**config.mk**
```make
export PLATFORM = sky130hd
export DESIGN_NAME = jbi_sc_req_arb
export DESIGN_NICKNAME = d
export VERILOG_FILES = /design/src/rtl/jbi_sc_req_arb.sv
export SDC_FILE = /design/constraint.sdc
export NUM_CORES = 1
export LEC_CHECK = 0
export ABC_AREA = 0
export BUFFER_PORTS_ARGS = -buffer_cell sky130_fd_sc_hd__buf_2
export CAP_MARGIN = 20
export CORE_UTILIZATION = 48
export DETAILED_ROUTE_END_ITERATION = 8
export PLACE_DENSITY_LB_ADDON = 0.05
export SLEW_MARGIN = 20
export SYNTH_ARGS = -nofsm -noshare
export SYNTH_HDL_FRONTEND = slang
export SYNTH_SLANG_ARGS = --single-unit
```
**constraint.sdc**
```tcl
create_clock -name rclk -period 3.2 [get_ports rclk]
set_clock_uncertainty 0.15 [all_clocks]
set_input_delay 0.32 -clock rclk [delete_from_list [all_inputs] [get_ports rclk]]
set_output_delay 0.32 -clock rclk [all_outputs]
set_load 0.03 [all_outputs]
```
**src/rtl/jbi_sc_req_arb.sv**
```systemverilog
// JBI-to-sctag request scheduler: round-robin read/write arbitration with IQ/WIB credit tracking.
// Optional JBI_SC_ARB_PERF_EN adds saturating read/write grant counters.
module jbi_sc_req_arb #(
  parameter int unsigned IQ_DEPTH  = 16,
  parameter int unsigned WIB_DEPTH = 4
) (
  input  logic        rclk,
  input  logic        rst,
  input  logic        rd_vld,
  input  logic [31:0] rd_data,
  output logic        rd_ack,
  input  logic        wr_vld,
  input  logic [31:0] wr_data,
  input  logic [6:0]  wr_ecc,
  output logic        wr_ack,
  input  logic        sctag_jbi_iq_dequeue,
  input  logic        sctag_jbi_wib_dequeue,
  output logic [31:0] jbi_sctag_req,
  output logic        jbi_sctag_req_vld,
  output logic [6:0]  jbi_scbuf_ecc,
  output logic        cred_err
`ifdef JBI_SC_ARB_PERF_EN
  ,
  output logic [15:0] perf_rd_cnt,
  output logic [15:0] perf_wr_cnt
`endif
);

  localparam logic [4:0] IQ_MAX  = 5'(IQ_DEPTH);
  localparam logic [3:0] WIB_MAX = 4'(WIB_DEPTH);

  typedef enum logic [1:0] {IDLE, RD, WR} state_t;

  state_t     state;
  logic [4:0] beat;
  logic [4:0] iq_cred;
  logic [3:0] wib_cred;
  logic       rr_ptr;
  logic       rd_elig, wr_elig, grant_rd, grant_wr;
  logic       iq_take, wib_take;

  // rr_ptr = 0 favours read, 1 favours write
  always_comb begin
    rd_elig  = (state == IDLE) && rd_vld && (iq_cred != '0);
    wr_elig  = (state == IDLE) && wr_vld && (iq_cred != '0) && (wib_cred != '0);
    grant_rd = rd_elig && (!wr_elig || !rr_ptr);
    grant_wr = wr_elig && (!rd_elig || rr_ptr);
    iq_take  = grant_rd || grant_wr;
    wib_take = grant_wr;
  end

  assign rd_ack = (state == RD);
  assign wr_ack = (state == WR);

  always_ff @(posedge rclk or posedge rst) begin
    if (rst) begin
      state             <= IDLE;
      beat              <= '0;
      rr_ptr            <= 1'b0;
      jbi_sctag_req     <= '0;
      jbi_sctag_req_vld <= 1'b0;
      jbi_scbuf_ecc     <= '0;
    end else begin
      jbi_sctag_req     <= '0;
      jbi_sctag_req_vld <= 1'b0;
      jbi_scbuf_ecc     <= '0;
      unique case (state)
        IDLE: begin
          if (grant_rd) begin
            state  <= RD;
            beat   <= '0;
            rr_ptr <= 1'b1;
          end else if (grant_wr) begin
            state  <= WR;
            beat   <= '0;
            rr_ptr <= 1'b0;
          end
        end
        RD: begin
          jbi_sctag_req     <= rd_data;
          jbi_sctag_req_vld <= (beat == 5'd0);
          beat              <= beat + 5'd1;
          if (beat == 5'd1) state <= IDLE;
        end
        WR: begin
          jbi_sctag_req     <= wr_data;
          jbi_sctag_req_vld <= (beat == 5'd0);
          jbi_scbuf_ecc     <= (beat >= 5'd2) ? wr_ecc : '0;
          beat              <= beat + 5'd1;
          if (beat == 5'd17) state <= IDLE;
        end
        default: state <= IDLE;
      endcase
    end
  end

  // Simultaneous grant and dequeue of the same credit type cancel out.
  always_ff @(posedge rclk or posedge rst) begin
    if (rst) begin
      iq_cred  <= IQ_MAX;
      wib_cred <= WIB_MAX;
      cred_err <= 1'b0;
    end else begin
      unique case ({sctag_jbi_iq_dequeue, iq_take})
        2'b10: begin
          if (iq_cred == IQ_MAX) cred_err <= 1'b1;
          else                   iq_cred  <= iq_cred + 5'd1;
        end
        2'b01:   iq_cred <= iq_cred - 5'd1;
        default: iq_cred <= iq_cred;
      endcase
      unique case ({sctag_jbi_wib_dequeue, wib_take})
        2'b10: begin
          if (wib_cred == WIB_MAX) cred_err <= 1'b1;
          else                     wib_cred <= wib_cred + 4'd1;
        end
        2'b01:   wib_cred <= wib_cred - 4'd1;
        default: wib_cred <= wib_cred;
      endcase
    end
  end

`ifdef JBI_SC_ARB_PERF_EN
  always_ff @(posedge rclk or posedge rst) begin
    if (rst) begin
      perf_rd_cnt <= '0;
      perf_wr_cnt <= '0;
    end else begin
      if (grant_rd && (perf_rd_cnt != '1)) perf_rd_cnt <= perf_rd_cnt + 16'd1;
      if (grant_wr && (perf_wr_cnt != '1)) perf_wr_cnt <= perf_wr_cnt + 16'd1;
    end
  end
`endif

endmodule

```
; ---- Yosys cells after proc, flatten, opt, wreduce, memory -nomap -nowiden
; Cells that the tools add are included.
; W data, S select, Z words.
[totals]
ff_bits = 58
input_bits = 77
out_inout_bits = 43
word_cells = 79
[op_classes]
n_addsub = 5
magnitude_cmp = 1
eq_ne = 15
mux = 22
n_reduce_logical = 27
[op_table]
columns = operator, n
row1 = $pmux W32 S2, 1
row2 = $pmux W5 S2, 2
row3 = $mux W5, 3
row4 = $mux W7, 2
row5 = $add A5 B1 Y5 const B, 2
row6 = $eq A5 B5 Y1 const B, 2
row7 = $mux W2, 4
row8 = $pmux W4 S2, 1
row9 = $reduce_and A2 Y1, 4
row10 = $reduce_bool A2 Y1, 4
row11 = $logic_and A1 B1 Y1, 7
row12 = $mux W1, 7
row13 = $eq A2 B1 Y1 const B, 3
row14 = $eq A2 B2 Y1 const B, 3
row15 = $pmux W2 S3, 1
row16 = $eq A5 B1 Y1 const B, 1
row17 = $ge A5 B2 Y1 const B, 1
row18 = $logic_not A5 Y1, 1
row19 = $reduce_bool A5 Y1, 1
row20 = $sub A5 B1 Y5 const B, 1
row21 = $add A4 B1 Y4 const B, 1
row22 = $eq A4 B3 Y1 const B, 1
row23 = $mux W4, 1
row24 = $ne A2 B1 Y1 const B, 2
row25 = other kinds (9), 14

; ---- Longest topological paths before layout
; Gate-level depths: netlist of the first run.
[depth]
ltp_word = 12
depth_mapped = 13
depth_no_buf = 12

; ---- Worst setup path before layout of the first run
; No wires, ideal clock.
[synth_timing]
path_type = register to register
startpoint = reg state[0]
endpoint = reg iq_cred[4]
setup_time_ns = 0.073
arrival_time_ns = 2.753
required_time_ns = 2.977
path_slack_ns = 0.224
path_stages_with_launch = 13
path_buffers = 0
path_cell_list = dfrtp_1 -> inv_1 -> ha_1 -> o21a_1 -> o21ai_2 -> or3_2 -> xnor2_1 -> ha_1 -> or3_2 -> a21oi_1 -> nor4b_1 -> nor3_1 -> a21oi_1
[synth_via]
elab_chain_cells = 11
word_cells_on_any_way = 19
classes_between = eq/ne: 3 / mux: 1 / reduce/logical: 15
[synth_lines]
columns = item, line_no
row1 = start: declaration, 34  ; state_t state;
row2 = start signal: assignment, 57  ; state <= IDLE;
row3 = start signal: assignment, 70  ; state <= RD;
row4 = start signal: assignment, 74  ; state <= WR;
row5 = $logic_not A2 Y1 *, "44, 45"
row6 = $logic_and A1 B1 Y1 (3 in series), 45  ; wr_elig = (state == IDLE) && wr_vld && (iq_cred != '0) && (wib_cred != '0);
row7 = $logic_not A1 Y1, 46  ; grant_rd = rd_elig && (!wr_elig || !rr_ptr);
row8 = $logic_or A1 B1 Y1, 46
row9 = $logic_and A1 B1 Y1, 46
row10 = $logic_or A1 B1 Y1 *, 48  ; iq_take = grant_rd || grant_wr;
row11 = $eq A2 B2 Y1 or $eq A2 B1 Y1 (tied branches), 104  ; unique case ({sctag_jbi_iq_dequeue, iq_take})
row12 = $ne A2 B2 Y1 (no line) or $reduce_bool A2 Y1 (tied branches), -
row13 = $reduce_and A2 Y1 (no line), -
row14 = end signal: assignment, 107  ; else iq_cred <= iq_cred + 5'd1;
row15 = end signal: assignment, 109  ; 2'b01: iq_cred <= iq_cred - 5'd1;
row16 = end signal: assignment, 110  ; default: iq_cred <= iq_cred;
row17 = end: declaration, 36  ; logic [4:0] iq_cred;
; Every way passes the cells marked *; elsewhere a longest branch is shown, timed or not.
; A chain may end at the register's enable or synchronous reset.

; ---- Worst setup path after layout of the first run
[layout_timing]
startpoint = reg state[1]
endpoint = reg iq_cred[4]
; The elaborated chain is that of the path after synthesis.

==> metrics, run 1 <==
run status=finished clean; type of the worst min-delay path=input port to flop; Switching Fraction=roughly two fifths; count of final max-slew check failures=0; register-to-register path setup slack=0.11 ns; routability-driven placement congestion ratio=approximately 0.84; largest fanout on the critical path=4; initial antenna violation count=0; worst endpoint data arrival time=around 3.2 ns; path depth of the worst reg2reg path=12; total met2 wirelength after detailed routing=3020 µm; Switch Pwr=between 0.001 and 0.0015 W; total standard cell area after synthesis=between 0.002 and 0.003 mm²; combinational share of power=between 40% and 50%; cell type with the highest aggregate area in the netlist=sky130_fd_sc_hd__dfrtp_1; Setup crit start kind=flop; total number of H-tree levels=3; grt ovf=0; worst slew slack as a fraction of its limit=54.8%; 1st-iter DRT viols=a little under 80; average footprint of a synthesized cell=between 10 and 15 µm²; cell count after synthesis=around 270; total clock buffers created by CTS=9; critical register-to-register path endpoint=iq_cred[4]; amount of wire on met3 after detailed routing=around 420 µm; count of input and output buffers=119; Hold Fails Final Rpt=0; Remaining DRCs=0; number of routed nets with antenna violations=0; height of the die=about 79 µm; Yosys cell types=54; maximum number of pins on one net before global-route repair=37; share of power burned in registers=between 30% and 40%; row count=27; routed vias=~2400; launch point of the worst hold path=wr_ecc[0]; total half-perimeter wirelength after legalization and detailed placement=4520 µm; nets in the synthesized netlist=about 360; die area=~0.0063 mm²; met1 wire length=2650 µm; static leakage power=just under 2 nW; EDFF count, synth=0; PwrDens=around 960 mW/mm²; global-route wire length before repair=9760 µm; Finished Cell Area=0.00383 mm²; number of buffers between clock root and the deepest sink=2; Routed WL per cell=13.0 µm; number of global-route vias before repair=between 2000 and 2500; synth warn=0; final setup fails=0; Hold Path Cell Cnt=2; DIE WIDTH=between 70 and 80 µm; Diodes inserted=0; critical path start-end classification=flop to flop; maximum ir drop on the vdd rail=0.000513 V; part of the Yosys area used for sequential elements=roughly 51%; power share of the clock group=22.7%; upper clock frequency limit=324 MHz; FF+latch count, synth=58; final core occ=approximately two thirds; pin slew with the least headroom to its limit=roughly 0.68 ns; CTS sink cnt=58; Async S/R FF share, synth=100%; cell with the most instances after synthesis=sky130_fd_sc_hd__dfrtp_1; number of buffers inserted by post-CTS setup repair=0; Net count, final=about 480; placed instance area=between 0.003 and 0.004 mm²; clock latency of the later-clocked register in the worst-skew pair=about 0.32 ns; endpoint with the worst hold slack=jbi_scbuf_ecc[0]; post-layout min period=3.09 ns; number of I/O pins=120; DR pass1 iterations=4; GR Util All Layers=20.3%; max-capacitance violation count=0; Tcrit/Tclk final=a little over nine tenths; kind of end point of the critical path=flop; WP data required=3.30 ns; dominant synthesized flop cell=sky130_fd_sc_hd__dfrtp_1; Core Box Area=~0.0056 mm²; clock tree from TritonCTS=yes; internal power=~0.0022 W; share of cells above drive strength 1=~41%; DR top layer=met4; worst flop-to-flop path startpoint=state[1]; detail-routed via count per cell=slightly above 5; starting utilization of the core area=about 51%; final wirelength=6130 µm; clock tree root buffer cell=sky130_fd_sc_hd__clkbuf_8; area growth from synthesis to layout=33.8%; dominant cells by area after synthesis=sky130_fd_sc_hd__dfrtp_1, sky130_fd_sc_hd__a22oi_1, sky130_fd_sc_hd__nor2b_1; clock transition at the registers of the reported paths=~0.070 ns; hold slack final=between 0.05 and 0.06 ns; most used standard cells in the synthesized netlist=sky130_fd_sc_hd__dfrtp_1, sky130_fd_sc_hd__nor2b_1, sky130_fd_sc_hd__a22oi_1, sky130_fd_sc_hd__clkbuf_1, sky130_fd_sc_hd__o21ai_0; share of the synthesized area in the top cell type=between 40% and 50%
layout by cell type (no fill, tap or decap), types with 3 or more instances in the layout:
cell / Yosys / routed
sky130_fd_sc_hd__a21oi_1: 7 / 7
sky130_fd_sc_hd__a22oi_1: 32 / 32
sky130_fd_sc_hd__and2_1: 10 / 10
sky130_fd_sc_hd__buf_2: 1 / 119
sky130_fd_sc_hd__buf_4: 0 / 12
sky130_fd_sc_hd__bufinv_16: 0 / 3
sky130_fd_sc_hd__clkbuf_8: 0 / 11
sky130_fd_sc_hd__dfrtp_1: 56 / 56
sky130_fd_sc_hd__ha_1: 11 / 11
sky130_fd_sc_hd__inv_1: 10 / 9
sky130_fd_sc_hd__mux2_2: 3 / 3
sky130_fd_sc_hd__nand2_1: 8 / 8
sky130_fd_sc_hd__nand3_1: 7 / 7
sky130_fd_sc_hd__nor2_1: 7 / 7
sky130_fd_sc_hd__nor2b_1: 34 / 34
sky130_fd_sc_hd__o21ai_0: 12 / 12
sky130_fd_sc_hd__o31ai_1: 3 / 3
sky130_fd_sc_hd__xor2_1: 3 / 3
power by group through the flow:
stage          combinational, W  sequential [W]  clock (W)
3_3_place_gp            0.00170         0.00112          0
3_5_place_dp            0.00172         0.00112          0
2_1_floorplan           0.00104         0.00136          0
4_1_cts                 0.00173         0.00111   0.000852
6_report                0.00172         0.00111   0.000831
5_1_grt                 0.00190         0.00114   0.000893
area by class of cell:
| cell class | count | area [µm²] |
|---|---|---|
| Fill cell | 460 | 1810 |
| Sequential cell | 58 | 1450 |
| Multi-Input combinational cell | 181 | 1290 |
| Timing Repair Buffer | 132 | 696 |
| Clock buffer | 11 | 151 |
| Clock inverter | 5 | 100 |
| Tap cell | 72 | 90.1 |
| Inverter | 11 | 41.3 |
registers in the layout, indices dropped and copies added, names as in the netlist:
register and count:
beat 5, iq_cred 5, jbi_sctag_req 32, jbi_scbuf_ecc 7
jbi_sctag_req_vld 1, state 2, cred_err 1, rr_ptr 1
wib_cred 4
metal layers:
metal / track usage (%) / vias up
li1: - / 1208
met1: 24.8 / 1113
met2: 33.8 / 84
met3: 5.98 / 4
met4: 7.82 / 0
met5: 0 / -
cell families after synthesis:
kind of cell | synth area share (%)
AOI/OAI and AO/OA | 18.4
xor gates and xnor gates | 1.22
adders and majority gates | 5.51
buffers and inverters | 4.15
DFF | 50.8
muxes | 1.88
and+or+nand+nor | 18.0
how the worst max path moves through the flow:
stage	startpoint	to	slack [ns]	depth (start not counted)
final	state[1]	iq_cred[4]	0.11	12
after global routing	state[1]	iq_cred[4]	-0.02	12
after CTS	state[1]	iq_cred[4]	0.05	12
after detailed placement	state[1]	iq_cred[4]	0.06	12
after global placement	state[0]	iq_cred[4]	0.21	12
after floorplan	state[0]	iq_cred[4]	0.22	12
timing repair:
| action | 4_1_cts | 5_1_grt |
|---|---|---|
| hold buffers | 1 | 0 |
| endpoints found under the setup margin | 0 | 1 |
| hold endpoints to repair | 15 | 0 |
| gates resized for setup | 0 | 1 |
metrics by stage:
stage	worst slack [ns]	cells	total power, W	TNS, ns
after floorplan	0.224	266	0.00240	0
after global placement	0.214	453	0.00282	0
after detailed placement	0.0563	453	0.00284	0
after CTS	0.0477	470	0.00369	0
after global routing	-0.0172	470	0.00393	-0.0172
final	0.114	470	0.00366	0
critical path, stage by stage, from the launching register on:
cell and delay, ns:
sky130_fd_sc_hd__dfrtp_1 0.37, sky130_fd_sc_hd__inv_1 0.10, sky130_fd_sc_hd__ha_1 0.22, sky130_fd_sc_hd__o21a_1 0.17, sky130_fd_sc_hd__o21ai_2 0.06, sky130_fd_sc_hd__or3_2 0.47, sky130_fd_sc_hd__xnor2_1 0.16, sky130_fd_sc_hd__ha_1 0.22
sky130_fd_sc_hd__or3_2 0.42, sky130_fd_sc_hd__a21oi_1 0.15, sky130_fd_sc_hd__nor4b_2 0.29, sky130_fd_sc_hd__nor3_1 0.09, sky130_fd_sc_hd__a21oi_1 0.14
(Power assumes the default switching activity.)
==> run 2, diff against run 1 <==
--- a/config.mk
+++ b/config.mk
@@ -8,9 +8,12 @@
 export ABC_AREA = 0
 export BUFFER_PORTS_ARGS = -buffer_cell sky130_fd_sc_hd__buf_2
 export CAP_MARGIN = 20
-export CORE_UTILIZATION = 48
+export CELL_PAD_IN_SITES_DETAIL_PLACEMENT = 0
+export CELL_PAD_IN_SITES_GLOBAL_PLACEMENT = 2
+export CORE_UTILIZATION = 28
 export DETAILED_ROUTE_END_ITERATION = 8
 export PLACE_DENSITY_LB_ADDON = 0.05
+export RECOVER_POWER = 25
 export SLEW_MARGIN = 20
 export SYNTH_ARGS = -nofsm -noshare
 export SYNTH_HDL_FRONTEND = slang
==> run 2 against run 1 <==
Effect of this change: combinational power grew 3%; routed wire length is 23% higher; sequential share of layout area fell by 0.43 points; critical endpoint unchanged; worst setup slack gained 0.16 ns; via count increased by 1.8%; largest power group unchanged; sequential power barely moved.
==> metrics, run 2 (same netlist as run 1, synthesis figures left out) <==
maximum ir drop on the vdd rail=0.000263 V (was 0.000513 V); Diodes inserted=0 (unchanged); starting utilization of the core area=29.1% (was 50.7%); 1st-iter DRT viols=50 (was 77); critical path start-end classification=flop to flop (unchanged); routed vias=2452 (was 2409); footprint of the flip-flops and latches=0.00145 mm² (unchanged); kind of end point of the critical path=flop (unchanged); routability-driven placement congestion ratio=0.804 (was 0.841); clock tree from TritonCTS=yes (unchanged); Routed WL per cell=14.1 µm (was 13.0 µm); max-capacitance violation count=0 (unchanged); final setup fails=0 (unchanged); static leakage power=1.90 nW (was 1.97 nW); share of cells above drive strength 1=37.4% (was 41.2%); upper clock frequency limit=342 MHz (was 324 MHz); WP data required=3.30 ns (about the same); footprint of the multi-input gates=0.00129 mm² (unchanged); total half-perimeter wirelength after legalization and detailed placement=5430 µm (was 4520 µm); largest fanout on the critical path=4 (unchanged); count of final max-slew check failures=0 (unchanged); Net count, final=483 (was 482); area growth from synthesis to layout=35.3% (was 33.8%); clock tree root buffer cell=sky130_fd_sc_hd__clkbuf_8 (unchanged); row count=36 (was 27); DR pass1 iterations=4 (unchanged); number of buffers inserted by post-CTS setup repair=0 (unchanged); GR Util All Layers=14.8% (was 20.3%); global-route wire length before repair=11800 µm (was 9760 µm); initial antenna violation count=0 (unchanged); CTS sink cnt=58 (unchanged); number of routed nets with antenna violations=0 (unchanged); most frequent standard cell in the layout excluding fill and tap cells=sky130_fd_sc_hd__buf_2 (unchanged); sum of internal, switching and leakage power=0.00364 W (was 0.00366 W); cell type of the slowest stage on the worst timing path=sky130_fd_sc_hd__or3_2 (unchanged); worst endpoint data arrival time=3.03 ns (was 3.18 ns); final core occ=39.4% (was 67.8%); Tcrit/Tclk final=91.5% (was 96.4%); type of the worst min-delay path=input port to flop (unchanged); unrepaired setup endpoints after global routing=no; clock latency of the later-clocked register in the worst-skew pair=0.33 ns (was 0.32 ns); number of I/O pins=120 (unchanged); number of buffers between clock root and the deepest sink=2 (unchanged); maximum number of pins on one net before global-route repair=36 (was 37); post-layout min period=2.93 ns (was 3.09 ns); setup tns final=0 ns (unchanged); delay of the slowest cell on the worst path=0.44 ns (was 0.47 ns); final-layout fill cell count=1050 (was 460); die area=0.0106 mm² (was 0.00627 mm²); run status=finished clean (unchanged); detail-routed via count per cell=4.62 (was 5.13); worst slew slack as a fraction of its limit=22.7% (was 54.8%); family with the most delay on the worst path=simple AND/OR/NAND/NOR gates (unchanged); largest registers=jbi_sctag_req x32, jbi_scbuf_ecc x7 (unchanged); Core Box Area=0.00982 mm² (was 0.00564 mm²); Hold Fails Final Rpt=0 (unchanged); clock transition at the registers of the reported paths=0.07 ns (about the same); crit-path cells=inv_1, ha_1, o21a_1, o21ai_2, or3_2, xnor2_1, ha_1, or3_2, a21oi_1, nor4b_2, nor3_1, a21oi_1 (unchanged); most frequent cells in the layout=sky130_fd_sc_hd__buf_2, sky130_fd_sc_hd__dfrtp_1, sky130_fd_sc_hd__nor2b_1 (unchanged); Reg with most FFs=jbi_sctag_req (unchanged); number of flip-flops under the largest register name=32 (unchanged); PwrDens=939 mW/mm² (was 957 mW/mm²); number of global-route vias before repair=2355 (was 2185); DIE WIDTH=103 µm (was 79.2 µm); height of the die=103 µm (was 79.2 µm); Remaining DRCs=0 (unchanged); total number of H-tree levels=3 (unchanged); pin slew with the least headroom to its limit=1.16 ns (was 0.679 ns); total clock buffers created by CTS=9 (unchanged); hold slack final=0.0440 ns (was 0.0534 ns); count of input and output buffers=119 (unchanged); grt ovf=0 (unchanged); Setup crit start kind=flop (unchanged); Bufs and invs on worst path=1 (unchanged); final wirelength=7510 µm (was 6130 µm)
==> run 2: cell count changes in the layout (fill, tap and decap cells not counted) <==
cell,before,now
sky130_fd_sc_hd__buf_2,119,105
sky130_fd_sc_hd__clkbuf_1,0,14
sky130_fd_sc_hd__buf_12,0,1
sky130_fd_sc_hd__clkinv_4,0,1
sky130_fd_sc_hd__clkbuf_8,11,10
sky130_fd_sc_hd__bufinv_16,3,2
sky130_fd_sc_hd__inv_2,2,1
sky130_fd_sc_hd__inv_1,9,10
==> run 2: repair_timing <==
item,4_1_cts,5_1_grt
endpoints found under the setup margin,0,1
endpoints found under the hold margin,28,0
resized for setup,0,1
hold buffers,1,0
==> run 2: worst reg2reg max path: cells and delay by family (launching register included) <==
family,cells,cell delay (ns)
xor+xnor,1,0.14
buf+inv,1,0.10
simple gates,4,1.19
compound gates,4,0.51
flops,1,0.38
fa+ha+maj,2,0.40
==> run 2: final cells by class <==
cell class | count | area share (%)
clock buffer | 10 | 3.56
tap | 133 | 4.30
timing repair buffer | 133 | 18.0
inverter | 11 | 1.07
sequential | 58 | 37.6
multi-input combinational | 181 | 33.5
clock inverter | 5 | 2.04
==> run 2: stage by stage <==
step / area [µm²] / std cells / setup WS (ns)
finish: 3870 / 531 / 0.272
global route: 3870 / 531 / 0.0580
CTS: 3880 / 531 / 0.150
detailed placement: 3660 / 515 / 0.175
global placement: 3660 / 515 / 0.244
floorplan: 2860 / 266 / 0.224
==> run 2: final timing paths <==
path                       startpoint               end  slack [ns]  depth (start not counted)
setup / recovery             state[1]        iq_cred[4]        0.27                         12
hold / removal              wr_ecc[1]  jbi_scbuf_ecc[1]        0.04                          2
setup reg to reg             state[1]        iq_cred[4]        0.27                         12
hold reg to reg              cred_err          cred_err        0.34                          2
max in group asynchronous         rst        iq_cred[4]        1.40                          4
min in group asynchronous         rst  jbi_sctag_req[4]        0.69                          3
==> run 2: power breakdown <==
part           internal, W  switching [W]
combinational     0.000713        0.00107
clock             0.000454       0.000298
sequential        0.000964       0.000140
total              0.00213        0.00150
==> run 2: layer usage <==
| metal | routed length, µm | vias to the layer above | part of all wire (%) | global-route usage, % |
|---|---|---|---|---|
| met5 | 0 | - | 0 | 0 |
| met4 | 90 | 0 | 1.2 | 5.42 |
| met3 | 461 | 10 | 6.1 | 4.54 |
| met2 | 3680 | 75 | 49 | 23.4 |
| met1 | 3280 | 1163 | 44 | 19.1 |
| li1 | - | 1204 | - | - |
==> run 3, diff against run 2 <==
--- a/config.mk
+++ b/config.mk
@@ -13,7 +13,6 @@
 export CORE_UTILIZATION = 28
 export DETAILED_ROUTE_END_ITERATION = 8
 export PLACE_DENSITY_LB_ADDON = 0.05
-export RECOVER_POWER = 25
 export SLEW_MARGIN = 20
 export SYNTH_ARGS = -nofsm -noshare
 export SYNTH_HDL_FRONTEND = slang
==> run 3 against run 2 <==
Effect of this change: combinational power is essentially flat; routed wire length shrank 0.15%; global-route usage stayed put; largest power group unchanged; worst setup slack about the same; via count unchanged; die area did not move; sequential share of layout area fell by 0.17 points; critical endpoint unchanged.
==> metrics, run 3 (same netlist as run 1, synthesis figures left out) <==
run status=finished clean (unchanged); Reg with most FFs=jbi_sctag_req (unchanged); post-layout min period=2.93 ns (about the same); WP data required=3.30 ns (about the same); worst flop-to-flop path startpoint=state[1] (unchanged); Critical Path End=iq_cred[4] (unchanged); number of global-route vias before repair=2355 (unchanged); DR pass1 iterations=4 (unchanged); clock tree from TritonCTS=yes (unchanged); max-capacitance violation count=0 (unchanged); number of I/O pins=120 (unchanged); path depth of the worst reg2reg path=12 (unchanged); register-to-register path setup slack=0.27 ns (about the same); unrepaired setup endpoints after global routing=no (unchanged); worst endpoint data arrival time=3.03 ns (about the same); total half-perimeter wirelength after legalization and detailed placement=5430 µm (unchanged); clock tree root buffer cell=sky130_fd_sc_hd__clkbuf_8 (unchanged); row count=36 (unchanged); Net count, final=483 (unchanged); most frequent cells in the layout=sky130_fd_sc_hd__buf_2, sky130_fd_sc_hd__dfrtp_1, sky130_fd_sc_hd__nor2b_1 (unchanged); CTS sink cnt=58 (unchanged); largest fanout on the critical path=4 (unchanged); number of flip-flops under the largest register name=32 (unchanged); Tcrit/Tclk final=91.5% (about the same); most frequent standard cell in the layout excluding fill and tap cells=sky130_fd_sc_hd__buf_2 (unchanged); area growth from synthesis to layout=35.9% (was 35.3%); kind of end point of the critical path=flop (unchanged); height of the die=103 µm (unchanged); initial antenna violation count=0 (unchanged); maximum ir drop on the vdd rail=0.000263 V (about the same); PwrDens=938 mW/mm² (was 939 mW/mm²); final wirelength=7500 µm (was 7510 µm); type of the worst min-delay path=input port to flop (unchanged); grt ovf=0 (unchanged); starting utilization of the core area=29.1% (unchanged); clock transition at the registers of the reported paths=0.07 ns (about the same); maximum number of pins on one net before global-route repair=36 (unchanged); 1st-iter DRT viols=52 (was 50); critical path start-end classification=flop to flop (unchanged); largest registers=jbi_sctag_req x32, jbi_scbuf_ecc x7 (unchanged); share of cells above drive strength 1=41.2% (was 37.4%); number of buffers between clock root and the deepest sink=2 (unchanged); routability-driven placement congestion ratio=0.804 (unchanged); number of routed nets with antenna violations=0 (unchanged); Remaining DRCs=0 (unchanged); worst slew slack as a fraction of its limit=51.1% (was 22.7%); detail-routed via count per cell=4.62 (unchanged); critical register-to-register path endpoint=iq_cred[4] (unchanged); Core Box Area=0.00982 mm² (unchanged); count of input and output buffers=119 (unchanged); setup tns final=0 ns (unchanged); static leakage power=1.96 nW (was 1.90 nW); die area=0.0106 mm² (unchanged); clock latency of the later-clocked register in the worst-skew pair=0.33 ns (about the same); DIE WIDTH=103 µm (unchanged); upper clock frequency limit=342 MHz (about the same); GR Util All Layers=14.8% (unchanged); origin of the worst setup path=state[1] (unchanged); routed vias=2452 (unchanged); global-route wire length before repair=11800 µm (unchanged); total number of H-tree levels=3 (unchanged); Diodes inserted=0 (unchanged); count of final max-slew check failures=0 (unchanged); number of instances in the placed design=515 (unchanged); pin slew with the least headroom to its limit=0.734 ns (was 1.16 ns); Setup crit start kind=flop (unchanged); Routed WL per cell=14.1 µm (about the same); final setup fails=0 (unchanged); Hold Fails Final Rpt=0 (unchanged); total clock buffers created by CTS=9 (unchanged); non-filler cells, final=531 (unchanged)
-- run 3: critical path, stage by stage (launching register included) --
cell,delay (ns)
sky130_fd_sc_hd__dfrtp_1,0.38
sky130_fd_sc_hd__inv_1,0.10
sky130_fd_sc_hd__ha_1,0.18
sky130_fd_sc_hd__o21a_1,0.16
sky130_fd_sc_hd__o21ai_2,0.07
sky130_fd_sc_hd__or3_2,0.44
sky130_fd_sc_hd__xnor2_1,0.14
sky130_fd_sc_hd__ha_1,0.22
sky130_fd_sc_hd__or3_2,0.41
sky130_fd_sc_hd__a21oi_1,0.14
sky130_fd_sc_hd__nor4b_2,0.25
sky130_fd_sc_hd__nor3_1,0.09
sky130_fd_sc_hd__a21oi_1,0.14
-- run 3: layer usage --
layer	vias up	GRT usage (%)	part of all wire, %
li1	1204	-	-
met2	75	23.4	49
met3	10	4.54	6.2
met4	0	5.42	1.2
met1	1163	19.1	44
met5	-	0	0
-- run 3: what timing repair did --
item / in CTS / in global routing
setup endpoints to repair: 0 / 1
resized for setup: 0 / 1
endpoints found under the hold margin: 28 / 0
hold buffers: 1 / 0
buffers inserted: 0 / 0
-- run 3: power by group --
| part | total, W | internal [W] | leakage (nW) | switching, W |
|---|---|---|---|---|
| clock | 0.000753 | 0.000454 | 0.112 | 0.000298 |
| combinational | 0.00179 | 0.000727 | 1.08 | 0.00107 |
| sequential | 0.00110 | 0.000964 | 0.768 | 0.000138 |
| total | 0.00365 | 0.00214 | 1.96 | 0.00150 |
-- run 3: final cells by class --
type | count | area (µm²)
clock buffer | 10 | 138
timing repair buffer | 133 | 716
clock inverter | 5 | 78.8
fill | 1042 | 5930
inverter | 11 | 41.3
sequential | 58 | 1450
multi-input combinational | 181 | 1290
tap | 133 | 166
-- run 3: worst min-delay path by stage --
stage	cells after the start	slack [ns]	to	startpoint
CTS	2	0.03	jbi_scbuf_ecc[1]	wr_ecc[1]
detailed placement	2	0.31	jbi_sctag_req[22]	rst
finish	2	0.04	jbi_scbuf_ecc[1]	wr_ecc[1]
floorplan	1	0.30	jbi_scbuf_ecc[0]	wr_ecc[0]
global placement	2	0.31	jbi_sctag_req[22]	rst
global route	2	0.03	jbi_scbuf_ecc[5]	wr_ecc[5]
-- run 3: metrics by stage --
stage	worst slack [ns]	instance area, µm²	hold WS, ns	utilization [%]	total power, W
floorplan	0.224	2860	0.299	-	0.00240
global placement	0.244	3660	0.312	37.2	0.00293
detailed placement	0.175	3660	0.311	37.2	0.00292
CTS	0.150	3880	0.0345	39.5	0.00370
global route	0.0580	3890	0.0254	39.6	0.00396
finish	0.272	3890	0.0440	39.6	0.00365
